--- config.mk ---
export PLATFORM = sky130hd
export DESIGN_NAME = avi_info_frame_parser
export DESIGN_NICKNAME = d
export VERILOG_FILES = /design/src/rtl/hdmi_pkg.sv /design/src/rtl/packet_checksum_acc.sv /design/src/rtl/avi_info_frame_parser.sv
export SDC_FILE = /design/constraint.sdc
export NUM_CORES = 1
export LEC_CHECK = 0
export ABC_AREA = 1
export BUFFER_PORTS_ARGS = -buffer_cell sky130_fd_sc_hd__buf_2
export CORE_UTILIZATION = 41
export CTS_BUF_LIST = sky130_fd_sc_hd__clkbuf_8 sky130_fd_sc_hd__clkbuf_16
export DETAILED_ROUTE_END_ITERATION = 8
export PLACE_DENSITY = 0.62
export SLEW_MARGIN = 5
export SYNTH_ARGS = -nofsm -noshare
export SYNTH_HDL_FRONTEND = slang
export SYNTH_SLANG_ARGS = --single-unit
--- constraint.sdc ---
create_clock -name clk_pixel -period 7.6 [get_ports clk_pixel]
set_clock_uncertainty 0.2 [all_clocks]
set_input_delay 0.38 -clock clk_pixel [delete_from_list [all_inputs] [get_ports clk_pixel]]
set_output_delay 0.38 -clock clk_pixel [all_outputs]
set_load 0.02 [all_outputs]
--- src/rtl/hdmi_pkg.sv ---
// Shared HDMI InfoFrame definitions: AVI constants, packet byte indices,
// parser state encoding and the decoded AVI field bank layout.
package hdmi_pkg;

  localparam logic [7:0]  AVI_TYPE    = 8'h82;
  localparam logic [4:0]  AVI_LENGTH  = 5'd13;
  localparam logic [7:0]  AVI_VERSION = 8'd2;
  localparam logic [7:0]  AVI_VERSION_ALT = 8'd3;

  localparam int unsigned PKT_BYTES = 31;
  localparam int unsigned IDX_W     = 5;

  // Byte positions in the serial stream (HB0 = 0, PB0 = 3, PB27 = 30)
  localparam logic [IDX_W-1:0] IDX_HB1  = IDX_W'(1);
  localparam logic [IDX_W-1:0] IDX_HB2  = IDX_W'(2);
  localparam logic [IDX_W-1:0] IDX_PB1  = IDX_W'(4);
  localparam logic [IDX_W-1:0] IDX_PB2  = IDX_W'(5);
  localparam logic [IDX_W-1:0] IDX_PB3  = IDX_W'(6);
  localparam logic [IDX_W-1:0] IDX_PB4  = IDX_W'(7);
  localparam logic [IDX_W-1:0] IDX_PB5  = IDX_W'(8);
  localparam logic [IDX_W-1:0] IDX_PB13 = IDX_W'(16);
  localparam logic [IDX_W-1:0] IDX_LAST = IDX_W'(PKT_BYTES - 1);

  typedef enum logic [1:0] {
    ST_IDLE,
    ST_HDR,
    ST_BODY,
    ST_SKIP
  } parser_state_t;

  typedef struct packed {
    logic [1:0] video_format;
    logic [1:0] scan_info;
    logic [1:0] colorimetry;
    logic [1:0] picture_aspect;
    logic       it_content;
    logic [1:0] rgb_quant;
    logic [6:0] vic;
    logic [1:0] ycc_quant;
    logic [1:0] content_type;
    logic [3:0] pixel_repetition;
  } avi_fields_t;

endpackage

--- src/rtl/packet_checksum_acc.sv ---
// Modulo-256 byte accumulator for InfoFrame checksums. clear and add may be
// asserted together to restart the sum with the current byte. zero_c reports
// whether the sum including this cycle's byte is zero.
module packet_checksum_acc (
  input  logic       clk,
  input  logic       rst,
  input  logic       clear,
  input  logic       add,
  input  logic [7:0] data,
  output logic       zero_c
);

  logic [7:0] sum_q;
  logic [7:0] sum_d;

  // Next sum: optional restart, then optional byte add
  always_comb begin
    sum_d = clear ? 8'd0 : sum_q;
    if (add) begin
      sum_d = sum_d + data;
    end
  end

  assign zero_c = (sum_d == 8'd0);

  // Sum register
  always_ff @(posedge clk or posedge rst) begin
    if (rst) begin
      sum_q <= 8'd0;
    end else begin
      sum_q <= sum_d;
    end
  end

endmodule

--- src/rtl/avi_info_frame_parser.sv ---
// HDMI AVI InfoFrame sink decoder. Parses HB0..HB2 / PB0..PB27, validates
// header and checksum, and refreshes the decoded field bank on good frames.
// Optional macro AVI_PARSER_STATS_EN adds saturating good/bad/abort counters.
module avi_info_frame_parser
  import hdmi_pkg::*;
#(
  parameter logic [7:0] EXPECTED_VERSION = AVI_VERSION
`ifdef AVI_PARSER_STATS_EN
  , parameter int unsigned STAT_WIDTH = 16
`endif
) (
  input  logic       clk_pixel,
  input  logic       reset,
  input  logic [7:0] pkt_byte,
  input  logic       pkt_valid,
  input  logic       pkt_sop,
  output logic       frame_update,
  output logic       frame_valid,
  output logic       checksum_error,
  output logic [1:0] video_format,
  output logic [1:0] scan_info,
  output logic [1:0] colorimetry,
  output logic [1:0] picture_aspect,
  output logic       it_content,
  output logic [1:0] rgb_quant,
  output logic [6:0] vic,
  output logic       pal,
  output logic [1:0] ycc_quant,
  output logic [1:0] content_type,
  output logic [3:0] pixel_repetition
`ifdef AVI_PARSER_STATS_EN
  , output logic [STAT_WIDTH-1:0] good_count
  , output logic [STAT_WIDTH-1:0] bad_count
  , output logic [STAT_WIDTH-1:0] abort_count
`endif
);

  parser_state_t    state_q, state_d;
  logic [IDX_W-1:0] idx_q, idx_d;
  logic             bad_q, bad_d;
  avi_fields_t      stage_q, stage_d;
  avi_fields_t      bank_q, bank_d;
  logic             pal_q, pal_d;
  logic             valid_q, valid_d;
  logic             update_q, update_d;
  logic             error_q, error_d;
  logic             acc_clear_c, acc_add_c, acc_zero_c, abort_c;

  packet_checksum_acc u_checksum (
    .clk    (clk_pixel),
    .rst    (reset),
    .clear  (acc_clear_c),
    .add    (acc_add_c),
    .data   (pkt_byte),
    .zero_c (acc_zero_c)
  );

  // Packet walk: header checks, staging capture, verdict after PB13
  always_comb begin
    state_d     = state_q;
    idx_d       = idx_q;
    bad_d       = bad_q;
    stage_d     = stage_q;
    bank_d      = bank_q;
    pal_d       = pal_q;
    valid_d     = valid_q;
    update_d    = 1'b0;
    error_d     = 1'b0;
    acc_clear_c = 1'b0;
    acc_add_c   = 1'b0;
    abort_c     = 1'b0;
    if (pkt_valid) begin
      if (pkt_sop) begin
        // A packet still awaiting its verdict is abandoned silently
        abort_c     = (state_q == ST_HDR) || (state_q == ST_BODY);
        acc_clear_c = 1'b1;
        acc_add_c   = 1'b1;
        idx_d       = IDX_W'(1);
        bad_d       = 1'b0;
        state_d     = (pkt_byte == AVI_TYPE) ? ST_HDR : ST_SKIP;
      end else begin
        unique case (state_q)
          ST_IDLE: ;
          ST_HDR: begin
            acc_add_c = 1'b1;
            idx_d     = idx_q + IDX_W'(1);
            if (idx_q == IDX_HB1 && pkt_byte != EXPECTED_VERSION && pkt_byte != AVI_VERSION_ALT) begin
              bad_d = 1'b1;
            end
            if (idx_q == IDX_HB2) begin
              if (pkt_byte[4:0] != AVI_LENGTH) begin
                bad_d = 1'b1;
              end
              state_d = ST_BODY;
            end
          end
          ST_BODY: begin
            acc_add_c = 1'b1;
            idx_d     = idx_q + IDX_W'(1);
            case (idx_q)
              IDX_PB1: begin
                stage_d.video_format = pkt_byte[6:5];
                stage_d.scan_info    = pkt_byte[1:0];
              end
              IDX_PB2: begin
                stage_d.colorimetry    = pkt_byte[7:6];
                stage_d.picture_aspect = pkt_byte[5:4];
              end
              IDX_PB3: begin
                stage_d.it_content = pkt_byte[7];
                stage_d.rgb_quant  = pkt_byte[3:2];
              end
              IDX_PB4: stage_d.vic = pkt_byte[6:0];
              IDX_PB5: begin
                stage_d.ycc_quant        = pkt_byte[7:6];
                stage_d.content_type     = pkt_byte[5:4];
                stage_d.pixel_repetition = pkt_byte[3:0];
              end
              default: ;
            endcase
            if (idx_q == IDX_PB13) begin
              state_d = ST_SKIP;
              if (acc_zero_c && !bad_q) begin
                bank_d   = stage_q;
                pal_d    = (stage_q.vic == 7'd17) || (stage_q.vic == 7'd18);
                valid_d  = 1'b1;
                update_d = 1'b1;
              end else begin
                error_d = 1'b1;
              end
            end
          end
          ST_SKIP: begin
            if (idx_q == IDX_LAST) begin
              state_d = ST_IDLE;
              idx_d   = '0;
            end else begin
              idx_d = idx_q + IDX_W'(1);
            end
          end
          default: ;
        endcase
      end
    end
  end

  // Parser and output bank registers
  always_ff @(posedge clk_pixel or posedge reset) begin
    if (reset) begin
      state_q  <= ST_IDLE;
      idx_q    <= '0;
      bad_q    <= 1'b0;
      stage_q  <= '0;
      bank_q   <= '0;
      pal_q    <= 1'b0;
      valid_q  <= 1'b0;
      update_q <= 1'b0;
      error_q  <= 1'b0;
    end else begin
      state_q  <= state_d;
      idx_q    <= idx_d;
      bad_q    <= bad_d;
      stage_q  <= stage_d;
      bank_q   <= bank_d;
      pal_q    <= pal_d;
      valid_q  <= valid_d;
      update_q <= update_d;
      error_q  <= error_d;
    end
  end

  assign frame_update     = update_q;
  assign frame_valid      = valid_q;
  assign checksum_error   = error_q;
  assign video_format     = bank_q.video_format;
  assign scan_info        = bank_q.scan_info;
  assign colorimetry      = bank_q.colorimetry;
  assign picture_aspect   = bank_q.picture_aspect;
  assign it_content       = bank_q.it_content;
  assign rgb_quant        = bank_q.rgb_quant;
  assign vic              = bank_q.vic;
  assign pal              = pal_q;
  assign ycc_quant        = bank_q.ycc_quant;
  assign content_type     = bank_q.content_type;
  assign pixel_repetition = bank_q.pixel_repetition;

`ifdef AVI_PARSER_STATS_EN
  logic [STAT_WIDTH-1:0] good_cnt_q, good_cnt_d;
  logic [STAT_WIDTH-1:0] bad_cnt_q, bad_cnt_d;
  logic [STAT_WIDTH-1:0] abort_cnt_q, abort_cnt_d;

  // Saturating event counters, updated on the same edge as the pulses
  always_comb begin
    good_cnt_d  = good_cnt_q;
    bad_cnt_d   = bad_cnt_q;
    abort_cnt_d = abort_cnt_q;
    if (update_d && !(&good_cnt_q)) good_cnt_d = good_cnt_q + STAT_WIDTH'(1);
    if (error_d && !(&bad_cnt_q)) bad_cnt_d = bad_cnt_q + STAT_WIDTH'(1);
    if (abort_c && !(&abort_cnt_q)) abort_cnt_d = abort_cnt_q + STAT_WIDTH'(1);
  end

  // Counter registers
  always_ff @(posedge clk_pixel or posedge reset) begin
    if (reset) begin
      good_cnt_q  <= '0;
      bad_cnt_q   <= '0;
      abort_cnt_q <= '0;
    end else begin
      good_cnt_q  <= good_cnt_d;
      bad_cnt_q   <= bad_cnt_d;
      abort_cnt_q <= abort_cnt_d;
    end
  end

  assign good_count  = good_cnt_q;
  assign bad_count   = bad_cnt_q;
  assign abort_count = abort_cnt_q;
`endif

endmodule

# Word-level counts from Yosys, hierarchy flattened
# Cells that the tools add are included.
# totals
word_cells	102
ff_bits	72
input_bits	12
out_inout_bits	30
# op_classes
n_bitwise	1
reduce_logical	19
muxes	31
n_eq_ne	21
addsub	2
# op_table
operator	n
5-bit by 3-bit == test with 1-bit output, second input constant	4
1-bit 2-to-1 mux	20
4-bit AND reduction	5
8-bit 2-to-1 mux	2
8-bit by 2-bit inequality test with 1-bit output, second input constant	2
7-bit by 5-bit == test with 1-bit output, second input constant	2
5-bit == test, second input constant	2
2-bit 2-to-1 mux	5
5-bit 2-to-1 mux	2
5-bit one-hot mux with 2 select lines	1
5-bit AND reduction	2
8-bit adder	1
8-bit == test, second input constant	1
8-bit logical NOT	1
3-bit by 2-bit inequality test with 1-bit output, second input constant	2
2-bit one-hot mux with 3 select lines	1
5-bit by 1-bit adder with 5-bit output, second input constant	1
5-bit by 1-bit == test with 1-bit output, second input constant	1
5-bit by 2-bit == test with 1-bit output, second input constant	1
5-bit by 4-bit == test with 1-bit output, second input constant	1
5-bit by 4-bit inequality test with 1-bit output, second input constant	1
2-bit == test, second input constant	2
2-bit AND reduction	2
4-bit nonzero test	1
9 further kinds	11

# Longest topological paths before layout
# logic_depth
ltp_word	13
ltp_mapped	20
depth_no_buf	18

# By module
# A second synthesis with hierarchy kept.
# unflattened
cells_unflattened	453
area_unflattened_um2	3736.1
# modules_own_cells
module	area_each_um2	cells_per_inst	seq_area_each_um2	instances
avi_info_frame_parser	2919.0	325	1601.5	1
packet_checksum_acc	817.0	128	200.2	1

# Worst setup path after synthesis
# Ideal clock, no wire load.
# synth_path
kind	input to register
from	input pkt_sop
to	register bank_q (netlist bit content_type[0])
t_required_ns	7.283
path_stages	20
path_buffers	2
setup_time_ns	0.117
arrival_ns	2.342
slack_ns	4.941
path_cell_list	nand2_2 -> inv_2 -> nor2_1 -> ha_1 -> inv_1 -> fa_1 -> inv_1 -> nand2_1 -> nand2_1 -> nand3_1 -> nand2_1 -> nand2_1 -> nand3_1 -> nand2_1 -> nor2_1 -> nand3_1 -> buf_6 -> buf_6 -> nand2_1 -> nand2_1
# synth_via
elab_chain_len	8
word_cells_on_any_way	11
classes_between	add/sub: 1; mux: 6; bitwise: 1; reduce/logical: 3
# synth_lines
element	line	text
start, declared	avi_info_frame_parser.sv:16	input logic pkt_sop,
1-bit 2-to-1 mux	avi_info_frame_parser.sv:73	if (pkt_sop) begin
1-bit 2-to-1 mux	avi_info_frame_parser.sv:72	if (pkt_valid) begin
8-bit 2-to-1 mux	packet_checksum_acc.sv:18	sum_d = clear ? 8'd0 : sum_q;
8-bit adder	packet_checksum_acc.sv:20	sum_d = sum_d + data;
8-bit 2-to-1 mux *	packet_checksum_acc.sv:19	if (add) begin
via u_checksum.sum_d[6]	packet_checksum_acc.sv:14	logic [7:0] sum_d;
8-bit logical NOT *	packet_checksum_acc.sv:24	assign zero_c = (sum_d == 8'd0);
1-bit logical AND *	avi_info_frame_parser.sv:123	if (acc_zero_c && !bad_q) begin
5-bit AND reduction (no source line) *	n/a	
end signal, assigned	avi_info_frame_parser.sv:164	bank_q <= bank_d;
end, declared	avi_info_frame_parser.sv:42	avi_fields_t bank_q, bank_d;
# The timed path passes the listed nets; every way through them passes the cells marked *.
# A chain may end at the register's enable or synchronous reset.

# Final worst setup path
# layout_path
from	input pkt_sop
to	register bank_q (netlist bit it_content)
# The elaborated chain is that of the path after synthesis.

==> summary.txt <==
Clock tree
  • CTS Buf Count: 9
  • Post-cts repair resize count: 0
  • Latest clock arrival within the worst-skew pair: 0.34 ns
  • Register clock-pin slew on the reported worst setup and hold paths: 0.08 ns
  • CTS H-Tree Depth: 3
  • Post-CTS Setup Inserts: 0
  • CTS root buf: clkbuf_8
  • Hold buffer count at cts: 0
  • CTS sink count: 72
  • CTS tree: yes
  • Maximum root-to-sink buffer count: 2

Placed design
  • Final Wtd Congestion: 0.8845
  • Area after DPL: 3862 µm²
  • Place WS: 3.490 ns
  • DP HPWL: 5.625 mm
  • Input/output buffers: 41

Critical path
  • Max Fanout on Critical Path: 29
  • Critical path class: input port to flop
  • Worst endpoint required time: 7.64 ns
  • CP startpoint kind: input port
  • R2r startpoint: u_checksum.sum_q[0]
  • Crit path DAT: 3.76 ns
  • Crit end category: flop
  • Worst setup startpoint: pkt_sop

Cells and area
  • Design area: 4035 µm²
  • N_diodes: 0
  • Fraction of layout cells with a size suffix above 1: 0.1366
  • Area grow syn2layout: 12.33%
  • Nets@finish: 506

Drt
  • # DRC: 0
  • Routed WL: 7.993 mm
  • Via density: 5.109
  • Vias: 3004
  • ANT nets after route: 0
  • Initial DRC count: 184
  • Pre-antenna DRT Iters: 4
  • WL/cell: 13.59 µm

Pwr
  • Peak supply drop: 0.1474 mV
  • Leakage power: 2.244 nW
  • Pwr Density: 296.5 nW/µm²

Logic synthesis
  • Sequential fraction of the synthesis area: 0.5016
  • Commonest cells post-synth: nand2_1, dfrtp_1, inv_1
  • FF+latch count, synth: 72
  • Most used DFF post-synth: dfrtp_1
  • Largest cells by area after synthesis: dfrtp_1, nand2_1, inv_1
  • Cell variety after synth: 27
  • Asr flop ratio synth: 1.000
  • Top cell type's share of synthesized area: 0.5016
  • Mapped Avg Cell Area: 8.239 µm²
  • Synth area leader: dfrtp_1
  • Post-synth net total: 464
  • Synth warn: 0
  • Syn Std Cell Area: 3592 µm²
  • Cells after Synth: 436
  • Post-synth EDFFs: 0
  • Most common cell in the synthesized netlist: nand2_1

Timing
  • RSZ-0062 raised after global routing: false
  • Final-report setup violation count: 0
  • WHS: 0.1012 ns
  • Final Slew Violations: 0
  • Relative slew slack: 0.3237
  • PnR worst setup slack: 3.876 ns
  • Fin crit period: 3.724 ns
  • F_max: 0.2685 GHz
  • Hold Fails Final Rpt: 0
  • Period utilization: 0.4901
  • Worst slew pin tran: 1.012 ns
  • Setup_tns: 0 ns

GRT
  • First-pass GRT wire length: 13.54 mm
  • Largest net degree at the start of global routing: 73
  • Met3 Use GR: 0.05024
  • Global-route met2 utilization: 0.3054
  • Met1 GRT Util: 0.2692
  • Initial antenna violation count: 0
  • Vias in the first global route: 2804
  • Gr usage total: 0.1935
  • Grt total ovfl: 0
  • Global routing's busiest layer: met2

Die
  • Area of the core: 8341 µm²
  • Boundary Pins: 42
  • Die Ht: 95.60 µm
  • Cell Rows: 33
  • Die Area: 9139 µm²
  • Initial Utilization: 0.4307
  • Die X: 95.60 µm

Flow run
  • Max Cap Viol: 0

Worst hold path
  • HP Class: input port to async pin

Run status
  • Status: finished, final reports clean
final cells by class:
class,count,area [µm²]
inverter,56,210.2
clock buffer,9,123.9
fill,822,4305
sequential,72,1802
multi-input combinational,294,1484
tap,105,131.4
clock inverter,7,48.80
timing repair buffer,45,235.2
final timing paths:
check | endpoint | slack (ns) | cells past startpoint
worst max-delay path | it_content | 3.88 | 20
worst min-delay path | vic[0] | 0.10 | 3
worst max register to register | it_content | 3.98 | 18
worst min register to register | frame_valid | 0.26 | 2
max in group asynchronous | stage_q[20] | 6.50 | 3
min in group clk_pixel | state_q[0] | 0.19 | 3
state kept, by name, summed over array words and instances, names as in the netlist, 4 cells and up:
name,flops
idx_q,5
pixel_repetition,4
stage_q,26
u_checksum.sum_q,8
vic,7
cell families after synthesis:
kind of cell / Yosys count / share of synthesized area
xor gates and xnor gates: 1 / 0.002439
adders and majority gates: 16 / 0.05782
buffers and inverters: 70 / 0.08534
DFF: 72 / 0.5016
AOI/OAI and AO/OA: 51 / 0.07489
and+or+nand+nor: 226 / 0.2780
layer usage:
layer / vias to the layer above / share of wire
met1: 1409 / 0.50
met4: 0 / 0.0075
met5: - / 0
met3: 9 / 0.042
li1: 1511 / -
met2: 75 / 0.45
metrics by stage:
stage	util	instances	power [mW]
after global routing	0.4838	588	1.298
after detailed placement	0.4631	572	0.9313
after CTS	0.4838	588	1.204
after floorplan	-	436	0.8399
final	0.4838	588	1.197
after global placement	0.4631	572	0.9258
power by group:
| group | internal [mW] | switching, mW |
|---|---|---|
| logic | 0.141 | 0.275 |
| registers | 0.461 | 0.0511 |
| clock network | 0.118 | 0.150 |
| total | 0.720 | 0.476 |
critical path, stage by stage:
cell and delay (ns):
buf_2 0.14, nand2_2 0.18, inv_2 0.12, nor2_1 0.13, ha_1 0.20, inv_1 0.06, fa_1 0.39, inv_1 0.08
nand2_1 0.07, nand2_1 0.10, nand3_1 0.11, nand2_1 0.07, nand2_1 0.04, nand3_1 0.07, nand2_1 0.08, nor2_1 0.11
buf_4 0.29, nand3_1 0.78, nand2_1 0.27, nand2_1 0.07
layout by cell type (no fill, tap or decap), drive strengths merged, types with 2 or more instances in the layout:
cell	Yosys	routed
nand3	33	33
clkinvlp	0	3
nand4	33	33
dfrtp	72	72
nand2	131	131
o22ai	2	2
clkbuf	5	9
a21oi	10	10
inv	56	58
nor4	3	3
o21ai	35	35
nor2	23	23
buf	9	45
ha	15	15
clkinv	0	2
No activity file was read; power rests on OpenSTA's default activity.
